File: src/rtl/reaction_timing_stage_if.sv
// Bundle of the sequencer-facing signals of the reaction timing stage.
//   enable     : stage select from the top-level sequencer
//   KEY        : raw active-low pushbuttons (KEY[0] = reaction button)
//   ledr       : LED bar
//   hex0..hex2 : active-low 7-segment digits, hex0 = ones
//   score_a..c : latched BCD result, a = ones, c = hundreds
//   out_state  : next-state request to the sequencer (2 = stay, 3 = done)
interface reaction_timing_stage_if;
    logic       enable;
    logic [1:0] KEY;
    logic [9:0] ledr;
    logic [7:0] hex0;
    logic [7:0] hex1;
    logic [7:0] hex2;
    logic [3:0] score_a;
    logic [3:0] score_b;
    logic [3:0] score_c;
    logic [3:0] out_state;

    // Sequencer / board side.
    modport master (
        output enable, KEY,
        input  ledr, hex0, hex1, hex2, score_a, score_b, score_c, out_state
    );

    // Timing stage side.
    modport slave (
        input  enable, KEY,
        output ledr, hex0, hex1, hex2, score_a, score_b, score_c, out_state
    );
endinterface

File: src/rtl/reaction_timing_stage.sv
// Reaction timing stage: once enabled and the button is released, counts
// milliseconds in 3-digit BCD until KEY[0] is pressed (or 999 ms elapse),
// latches the count as the score and asks the sequencer to advance.
// Ports:
//   clk   : system clock, rising edge
//   reset : synchronous, active-low
//   bus   : sequencer-facing signals (see reaction_timing_stage_if)
// MS_DIV is the number of clk cycles per 1 ms tick (2 .. 2^20).
module reaction_timing_stage #(
    parameter int unsigned MS_DIV = 50000
) (
    input  logic                         clk,
    input  logic                         reset,
    reaction_timing_stage_if.slave       bus
);

    localparam int unsigned DivW = (MS_DIV > 2) ? $clog2(MS_DIV) : 1;
    localparam logic [DivW-1:0] DivMax = DivW'(MS_DIV - 1);

    typedef enum logic [1:0] {StIdle, StArm, StCount, StDone} state_e;

    state_e          state_q, state_d;
    logic [DivW-1:0] div_q, div_d;
    logic [2:0][3:0] cnt_q, cnt_d, cnt_inc;
    logic [2:0][3:0] score_q, score_d;
    logic [3:0]      out_state_q;
    logic            key_meta_q, key_sync_q, key_prev_q;
    logic            press, tick, cnt_max;

    logic unused_key1;
    assign unused_key1 = bus.KEY[1];

    // Falling edge of the synchronized button is a press.
    assign press   = key_prev_q & ~key_sync_q;
    assign tick    = (state_q == StCount) && (div_q == DivMax);
    assign cnt_max = (cnt_q[0] == 4'd9) && (cnt_q[1] == 4'd9) && (cnt_q[2] == 4'd9);

    // BCD increment with digit carry; the 999 case is handled by saturation.
    always_comb begin
        cnt_inc = cnt_q;
        if (cnt_q[0] == 4'd9) begin
            cnt_inc[0] = 4'd0;
            if (cnt_q[1] == 4'd9) begin
                cnt_inc[1] = 4'd0;
                cnt_inc[2] = cnt_q[2] + 4'd1;
            end else begin
                cnt_inc[1] = cnt_q[1] + 4'd1;
            end
        end else begin
            cnt_inc[0] = cnt_q[0] + 4'd1;
        end
    end

    // State register and datapath registers.
    always_ff @(posedge clk) begin
        if (!reset) begin
            state_q     <= StIdle;
            div_q       <= '0;
            cnt_q       <= '0;
            score_q     <= '0;
            out_state_q <= 4'd2;
            key_meta_q  <= 1'b1;
            key_sync_q  <= 1'b1;
            key_prev_q  <= 1'b1;
        end else begin
            state_q     <= state_d;
            div_q       <= div_d;
            cnt_q       <= cnt_d;
            score_q     <= score_d;
            out_state_q <= (state_d == StDone) ? 4'd3 : 4'd2;
            key_meta_q  <= bus.KEY[0];
            key_sync_q  <= key_meta_q;
            key_prev_q  <= key_sync_q;
        end
    end

    // Next-state logic.
    always_comb begin
        state_d = state_q;
        unique case (state_q)
            StIdle:  if (bus.enable) state_d = StArm;
            // Wait for release so a button held from the previous stage is not a press.
            StArm:   if (key_sync_q) state_d = StCount;
            StCount: if (press || (tick && cnt_max)) state_d = StDone;
            StDone:  state_d = StDone;
            default: state_d = StIdle;
        endcase
        if (!bus.enable) state_d = StIdle;
    end

    // Divider, counter and score next-state.
    always_comb begin
        div_d   = div_q;
        cnt_d   = cnt_q;
        score_d = score_q;
        unique case (state_q)
            StIdle: begin
                div_d = '0;
                cnt_d = '0;
            end
            StArm: begin
                if (key_sync_q) begin
                    div_d = '0;
                    cnt_d = '0;
                end
            end
            StCount: begin
                if (press) begin
                    // A tick coinciding with the press is discarded.
                    score_d = cnt_q;
                end else begin
                    div_d = tick ? '0 : div_q + 1'b1;
                    if (tick) begin
                        if (cnt_max) score_d = cnt_q;
                        else         cnt_d   = cnt_inc;
                    end
                end
            end
            default: ;
        endcase
        if (!bus.enable) begin
            div_d   = '0;
            cnt_d   = '0;
            score_d = score_q;
        end
    end

    function automatic logic [7:0] seg7(input logic [3:0] d);
        logic [7:0] s;
        case (d)
            4'd0:    s = 8'hC0;
            4'd1:    s = 8'hF9;
            4'd2:    s = 8'hA4;
            4'd3:    s = 8'hB0;
            4'd4:    s = 8'h99;
            4'd5:    s = 8'h92;
            4'd6:    s = 8'h82;
            4'd7:    s = 8'hF8;
            4'd8:    s = 8'h80;
            4'd9:    s = 8'h90;
            default: s = 8'hFF;
        endcase
        return s;
    endfunction

    // Output logic.
    always_comb begin
        bus.hex0 = 8'hFF;
        bus.hex1 = 8'hFF;
        bus.hex2 = 8'hFF;
        bus.ledr = '0;
        unique case (state_q)
            StIdle: ;
            StArm: begin
                bus.hex0 = seg7(cnt_q[0]);
                bus.hex1 = seg7(cnt_q[1]);
                bus.hex2 = seg7(cnt_q[2]);
            end
            StCount: begin
                bus.hex0 = seg7(cnt_q[0]);
                bus.hex1 = seg7(cnt_q[1]);
                bus.hex2 = seg7(cnt_q[2]);
                // Thermometer of the hundreds digit: ledr[n:0] lit.
                bus.ledr = 10'h3FF >> (4'd9 - cnt_q[2]);
            end
            StDone: begin
                bus.hex0 = seg7(score_q[0]);
                bus.hex1 = seg7(score_q[1]);
                bus.hex2 = seg7(score_q[2]);
                bus.ledr = ((score_q[0] == 4'd9) && (score_q[1] == 4'd9) &&
                            (score_q[2] == 4'd9)) ? 10'h3FF : 10'h001;
            end
            default: ;
        endcase
    end

    assign bus.score_a   = score_q[0];
    assign bus.score_b   = score_q[1];
    assign bus.score_c   = score_q[2];
    assign bus.out_state = out_state_q;

endmodule

File: src/flat_wrapper.sv
// flat-port wrapper written by rule: the top's interface ports become plain ports
module reaction_timing_stage_flat 
#(
    parameter int unsigned MS_DIV = 50000
)
  (clk, reset, bus_enable, bus_KEY, bus_ledr, bus_hex0, bus_hex1, bus_hex2, bus_score_a, bus_score_b, bus_score_c, bus_out_state);
  reaction_timing_stage_if bus_i ();
  input  logic clk;
  input  logic reset;
  input wire logic [$bits(bus_i.enable)-1:0] bus_enable;
  input wire logic [$bits(bus_i.KEY)-1:0] bus_KEY;
  output wire logic [$bits(bus_i.ledr)-1:0] bus_ledr;
  output wire logic [$bits(bus_i.hex0)-1:0] bus_hex0;
  output wire logic [$bits(bus_i.hex1)-1:0] bus_hex1;
  output wire logic [$bits(bus_i.hex2)-1:0] bus_hex2;
  output wire logic [$bits(bus_i.score_a)-1:0] bus_score_a;
  output wire logic [$bits(bus_i.score_b)-1:0] bus_score_b;
  output wire logic [$bits(bus_i.score_c)-1:0] bus_score_c;
  output wire logic [$bits(bus_i.out_state)-1:0] bus_out_state;
  assign bus_i.enable = bus_enable;
  assign bus_i.KEY = bus_KEY;
  assign bus_ledr = bus_i.ledr;
  assign bus_hex0 = bus_i.hex0;
  assign bus_hex1 = bus_i.hex1;
  assign bus_hex2 = bus_i.hex2;
  assign bus_score_a = bus_i.score_a;
  assign bus_score_b = bus_i.score_b;
  assign bus_score_c = bus_i.score_c;
  assign bus_out_state = bus_i.out_state;
  reaction_timing_stage #(.MS_DIV(MS_DIV)) u_core (.clk(clk), .reset(reset), .bus(bus_i));
endmodule
File: config.mk
export PLATFORM = sky130hd
export DESIGN_NAME = reaction_timing_stage_flat
export DESIGN_NICKNAME = d
export VERILOG_FILES = /design/src/rtl/reaction_timing_stage_if.sv /design/src/rtl/reaction_timing_stage.sv /design/src/flat_wrapper.sv
export SDC_FILE = /design/constraint.sdc
export NUM_CORES = 1
export LEC_CHECK = 0
export CORE_MARGIN = 8
export CORE_UTILIZATION = 40
export CTS_BUF_LIST = sky130_fd_sc_hd__clkbuf_4 sky130_fd_sc_hd__clkbuf_8
export CTS_CLUSTER_DIAMETER = 150
export CTS_CLUSTER_SIZE = 24
export DETAILED_ROUTE_END_ITERATION = 10
export PLACE_DENSITY_LB_ADDON = 0.12
export SETUP_SLACK_MARGIN = 0.4
export SKIP_CTS_REPAIR_TIMING = 1
export SLEW_MARGIN = 20
export SYNTH_ARGS = -nofsm -noshare
export SYNTH_HDL_FRONTEND = slang
export SYNTH_SLANG_ARGS = --single-unit
File: constraint.sdc
create_clock -name clk -period 3.4 [get_ports clk]
set_input_delay 0.68 -clock clk [delete_from_list [all_inputs] [get_ports clk]]
set_output_delay 0.68 -clock clk [all_outputs]
set_load 0.005 [all_outputs]
==> results.cfg, run 1 <==
[outcome]
status = finished, final reports clean

[final_layout]
syn2layout_area_growth_pct = 22.9
nets = 697
diodes = 0
drive_gt1_share_pct = 18.4
seq_area_sq_um = 1770
multi_input_area_sq_um = 3250
fill_cells = 1258
fin_util_pct = 50.5

[global_routing]
grt_pass1_vias = 4192
gr-total-overflow = 0
grt_use_total_pct = 15.7
grt_max_degree = 38
antenna_found_initial = 0
grt_first_pass_wirelength_um = 20900

[worst_setup_path]
startpoint_type = flop
cp_data_arrival_time_ns = 2.21
crit_path_cell_trace = inv_1 -> ha_2 -> buf_12 -> a221o_1 -> clkdlybuf4s50_1
critPathSlowestCell = clkdlybuf4s50_1
worstSetupPathType = flop to primary output
critical_path.max_fanout = 14
cp.buffers_inverters = 3
crit_path_end_kind = primary output
worst_path_largest_cell_delay_ns = 0.46
required_ns = 2.72
crit_family = buffers and inverters

[timing]
slew_headroom_pct = 54.3
rsz0062_at_grt = no
clock-skew-final_ns = 0.00817
setup_slack_ns = 0.512
max_freq_mhz = 346
period_minus_slack_ns = 2.89
hold_violations = 0
setup_viol = 0
finalCritPeriodShare_pct = 84.9
finalMaxSlewViolations = 0
worst_pin_slew_ns = 0.679

[power]
power_density_nw_per_um2 = 302
leakage_uw = 0.00265
irDropWorstVdd_mv = 0.228

[detailed_routing]
drtIter0Drc = 229
firstDrtPassIters = 4
ant_nets = 0
vias_per_cell = 5.27
wl_um = 13000
wl_per_cell_um = 15.9
vias = 4340
drc_errors = 0

[die]
pin_count = 55
start_util_pct = 41.1
std_cell_rows = 41
die-area_sq_um = 16900
die_w_um = 130
core-area_sq_um = 12600
die_height_um = 130

[synth]
avgSynthCellArea_sq_um = 9.00
synth_area_leaders = dfxtp_1 (34%), ha_1 (11%), nand2_1 (5.4%)
synth_top_cell_area_share_pct = 34.0
synthCells = 576
synth_edf_count = 0
syn_area_sq_um = 5180
synth.yosys.seq_area_share_pct = 34.0
ys_warn_count = 0
ys_dominant_reg_cell = dfxtp_1
yosysUniqueCellTypes = 81
synthArstFlopShare_pct = 0
synth_area_leader_cell = dfxtp_1
synth-seq-cells = 88

[flow_run]
max_cap_violations = 0

[place]
portBuffers = 47
place_congestion = 0.824
dp_slack_ns = 0.273
dp_hpwl_um = 9630

[clock_tree]
cts_made_buffers = 9
cts_buffer_depth = 2
path_clk_slew_ns = 0.08
htree_levels = 3
clockRootBuffer = clkbuf_8
cts_tree = done
insertion_delay_ns = 0.38
numClockSinks = 88

[min_path]
hold_class = flop to flop
## cells by family after synthesis
kind of cell	Yosys count	synth area share, %
other	2	0.145
and+or+nand+nor	202	21.1
adders and majority gates	46	11.1
muxes	32	6.71
xor gates and xnor gates	15	2.53
AOI/OAI and AO/OA	124	18.4
buffers and inverters	67	5.96
DFF	88	34.0
## final cells by class
cell class | count | share of cell area (%)
clock buffers | 13 | 2.61
clock inverters | 3 | 0.628
inverters | 34 | 2.06
multi-input cells | 425 | 51.0
flip-flops and latches | 88 | 27.7
well taps | 172 | 3.38
repair buffers | 88 | 12.6
## final timing paths
check        slack, ns                 to               from  depth (start not counted)
max               0.51        bus_hex1[3]  u_core.state_q[0]                          5
min               0.42  u_core.key_sync_q  u_core.key_meta_q                          1
max reg2reg       0.56               flop  u_core.state_q[0]                         13
min reg2reg       0.42  u_core.key_sync_q  u_core.key_meta_q                          1
## per-stage QoR
stage | total power (uW) | cells | hold WS, ns | area (sq um) | TNS [ns]
global route | 2000 | 823 | 0.462 | 6370 | 0
detailed placement | 1170 | 789 | 0.402 | 5890 | 0
CTS | 1940 | 805 | 0.422 | 6100 | -0.0000566
finish | 1920 | 823 | 0.418 | 6370 | 0
floorplan | 1120 | 580 | 0.386 | 5200 | 0
global placement | 1170 | 789 | 0.395 | 5890 | 0
## placed cells by master, fill, tap and decap left out, types with 4 or more instances in the layout
cell type,synthesis,final
buf_4,7,38
a21boi_0,7,4
nor2_1,40,39
or3_1,7,7
dfxtp_1,88,85
xnor2_1,6,5
clkbuf_8,0,11
a21oi_1,26,24
a221o_1,21,21
xor2_1,9,9
a31oi_1,4,4
a31o_2,4,4
conb_1,2,6
nand2_1,74,72
clkdlybuf4s50_1,0,47
o21ai_0,19,18
nand2b_1,12,12
nor3_1,9,8
nand4_1,8,8
ha_1,46,44
and3_1,9,7
mux2i_1,24,23
nand3_1,8,8
inv_2,7,7
inv_1,27,26
mux2_4,4,4
## Yosys cell counts (8+ instances only)
cell       n
nor2_1    40
nor3_1     9
xor2_1     9
nand3_1    8
and3_1     9
o21ai_0   19
dfxtp_1   88
a21oi_1   26
ha_1      46
a221o_1   21
mux2i_1   24
nand4_1    8
nand2_1   74
inv_1     27
clkbuf_1  16
nand2b_1  12
## metal layers
layer / vias to the layer above / global-route usage [%] / wire, um / part of all wire [%]
met5: - / 0 / 0 / 0
met4: 0 / 7.99 / 292 / 2.2
met3: 16 / 3.22 / 639 / 4.9
met2: 89 / 24.7 / 5880 / 45
met1: 2050 / 20.0 / 6230 / 48
li1: 2185 / - / - / -
## report_power, final
| group | switching (uW) | internal [uW] | total (uW) |
|---|---|---|---|
| combinational | 57.7 | 59.3 | 117 |
| clock | 376 | 394 | 770 |
| sequential | 2.43 | 1030 | 1030 |
| total | 436 | 1490 | 1920 |
## worst reg2reg max path: stages, from the launching register on
cell        delay [ns]
dfxtp_2           0.38
inv_1             0.07
ha_1              0.23
buf_8             0.18
clkinvlp_4        0.15
a41oi_4           0.06
buf_4             0.17
or3_1             0.45
mux2i_1           0.17
buf_4             0.16
inv_1             0.11
ha_1              0.16
inv_1             0.06
o32a_2            0.38
(Power assumes the default switching activity.)
==> run 2: changes to the inputs <==
- clock period: 3.4 -> 2.95 ns (I/O delays scaled with it)
==> run 2 against run 1 <==
Effect of this change:
- register-to-register slack got worse by 0.30 ns
- via count rose by 8.3%
- first-iteration DRC count rose by 26%
- highest routed layer unchanged
- sequential share of layout area fell by 4.4 points
- design area rose by 20%
- largest cell class unchanged
- final cell count rose by 7.5%
- wire length rose by 15%
- die area did not move
- sequential power rose by 16%
- critical path depth rose by 8
==> results.cfg, run 2 (synthesis gave the netlist of run 1 again) <==
[die]
die_w_um = 130
die-area_sq_um = 16900
start_util_pct = 41.1
die_height_um = 130
core-area_sq_um = 12600
std_cell_rows = 41
pin_count = 55

[power]
leakage_uw = 0.00330
finalPower_uw = 2270
switching_share_pct = 22.7
p_comb_share_pct = 6.8
pwr-share-seq_pct = 52.4
irDropWorstVdd_mv = 0.234
switching_power_uw = 515
power_density_nw_per_um2 = 297
p_clk_share_pct = 40.9
internal_power_uw = 1760

[final_layout]
syn2layout_area_growth_pct = 47.5
drive_gt1_share_pct = 37.0
diodes = 0
nets = 759
final_cell_mix = dfxtp_1 (79), buf_4 (79), nand2_1 (63)

[worst_setup_path]
critical_path.max_fanout = 6
crit_path_end_kind = flop
cp_data_arrival_time_ns = 2.99
startpoint_type = flop
required_ns = 3.25
worstSetupPathType = flop to flop

[detailed_routing]
wl_met1_um = 6390
vias = 4699
vias_per_cell = 5.31
wl_met3_um = 637
wl_met2_um = 7700
drc_errors = 0
ant_nets = 0
firstDrtPassIters = 4
wl_um = 15000
drtIter0Drc = 289
dr.max_layer_used = met4
wl_per_cell_um = 16.9

[clock_tree]
cts_tree = done
htree_levels = 3
clockRootBuffer = clkbuf_8
numClockSinks = 88
insertion_delay_ns = 0.38
cts_buffer_depth = 2
cts_made_buffers = 9
path_clk_slew_ns = 0.08

[global_routing]
grt_max_degree = 42
grt_use_total_pct = 15.7
antenna_found_initial = 0
gr-total-overflow = 0
grt_pass1_vias = 4386
grt_first_pass_wirelength_um = 20900

[flow_run]
max_cap_violations = 0

[min_path]
hold_class = flop to flop

[timing]
setup_viol = 0
max_freq_mhz = 372
hold_slack_ns = 0.419
worst_pin_slew_ns = 0.575
slew_headroom_pct = 61.3
clock-skew-final_ns = 0.0117
finalCritPeriodShare_pct = 91.1
rsz0062_at_grt = yes
hold_violations = 0
finalMaxSlewViolations = 0
setup_slack_ns = 0.264
period_minus_slack_ns = 2.69

[place]
dp_slack_ns = 0.126
dp_hpwl_um = 9770
place_congestion = 0.829
portBuffers = 47

[outcome]
status = finished, final reports clean
-- run 2: area by class of cell --
cell class / instances / area (sq um)
Sequential cell: 88 / 1790
Tap cell: 172 / 215
Clock buffer: 14 / 186
Clock inverter: 2 / 35.0
Inverter: 34 / 139
Timing Repair Buffer: 146 / 1400
Fill cell: 1089 / 4970
Multi-Input combinational cell: 429 / 3890
-- run 2: layer usage --
layer | vias to the layer above | global-route usage [%]
met5 | - | 0
met1 | 2295 | 18.2
met4 | 0 | 6.97
met3 | 16 | 2.98
li1 | 2312 | -
met2 | 76 | 27.5
-- run 2: worst max-delay path: stages (launching register included) --
cell and delay (ns):
dfxtp_4 0.37, inv_4 0.06, ha_4 0.16, nand4_1 0.28
nor3_4 0.29, a22o_4 0.18, and3_4 0.29, buf_12 0.12
nand2_4 0.05, a21boi_4 0.21, inv_2 0.11, ha_4 0.18
nor3b_1 0.14, a211oi_2 0.15
-- run 2: per-stage QoR --
step | setup TNS [ns] | util (%) | instance area (sq um) | std cells
4_1_cts | -1.62 | 49.6 | 6250 | 816
6_report | 0 | 60.6 | 7650 | 885
3_3_place_gp | 0 | 47.8 | 6030 | 800
2_1_floorplan | 0 | - | 5270 | 580
3_5_place_dp | 0 | 47.8 | 6030 | 800
5_1_grt | 0 | 60.6 | 7650 | 885
-- run 2: final timing paths --
path                                   startpoint                end  slack, ns  depth (start not counted)
worst min-delay path            u_core.key_meta_q  u_core.key_sync_q       0.42                          1
worst max-delay path            u_core.state_q[0]               flop       0.26                         13
worst min register to register  u_core.key_meta_q  u_core.key_sync_q       0.42                          1
worst max register to register  u_core.state_q[0]               flop       0.26                         13
-- run 2: power by group through the flow --
stage | Clock [uW] | Sequential, uW | Combinational [uW]
6_report | 928 | 1190 | 154
5_1_grt | 989 | 1190 | 164
4_1_cts | 953 | 1190 | 133
3_5_place_dp | 0 | 1220 | 132
3_3_place_gp | 0 | 1220 | 132
2_1_floorplan | 0 | 1220 | 68.8
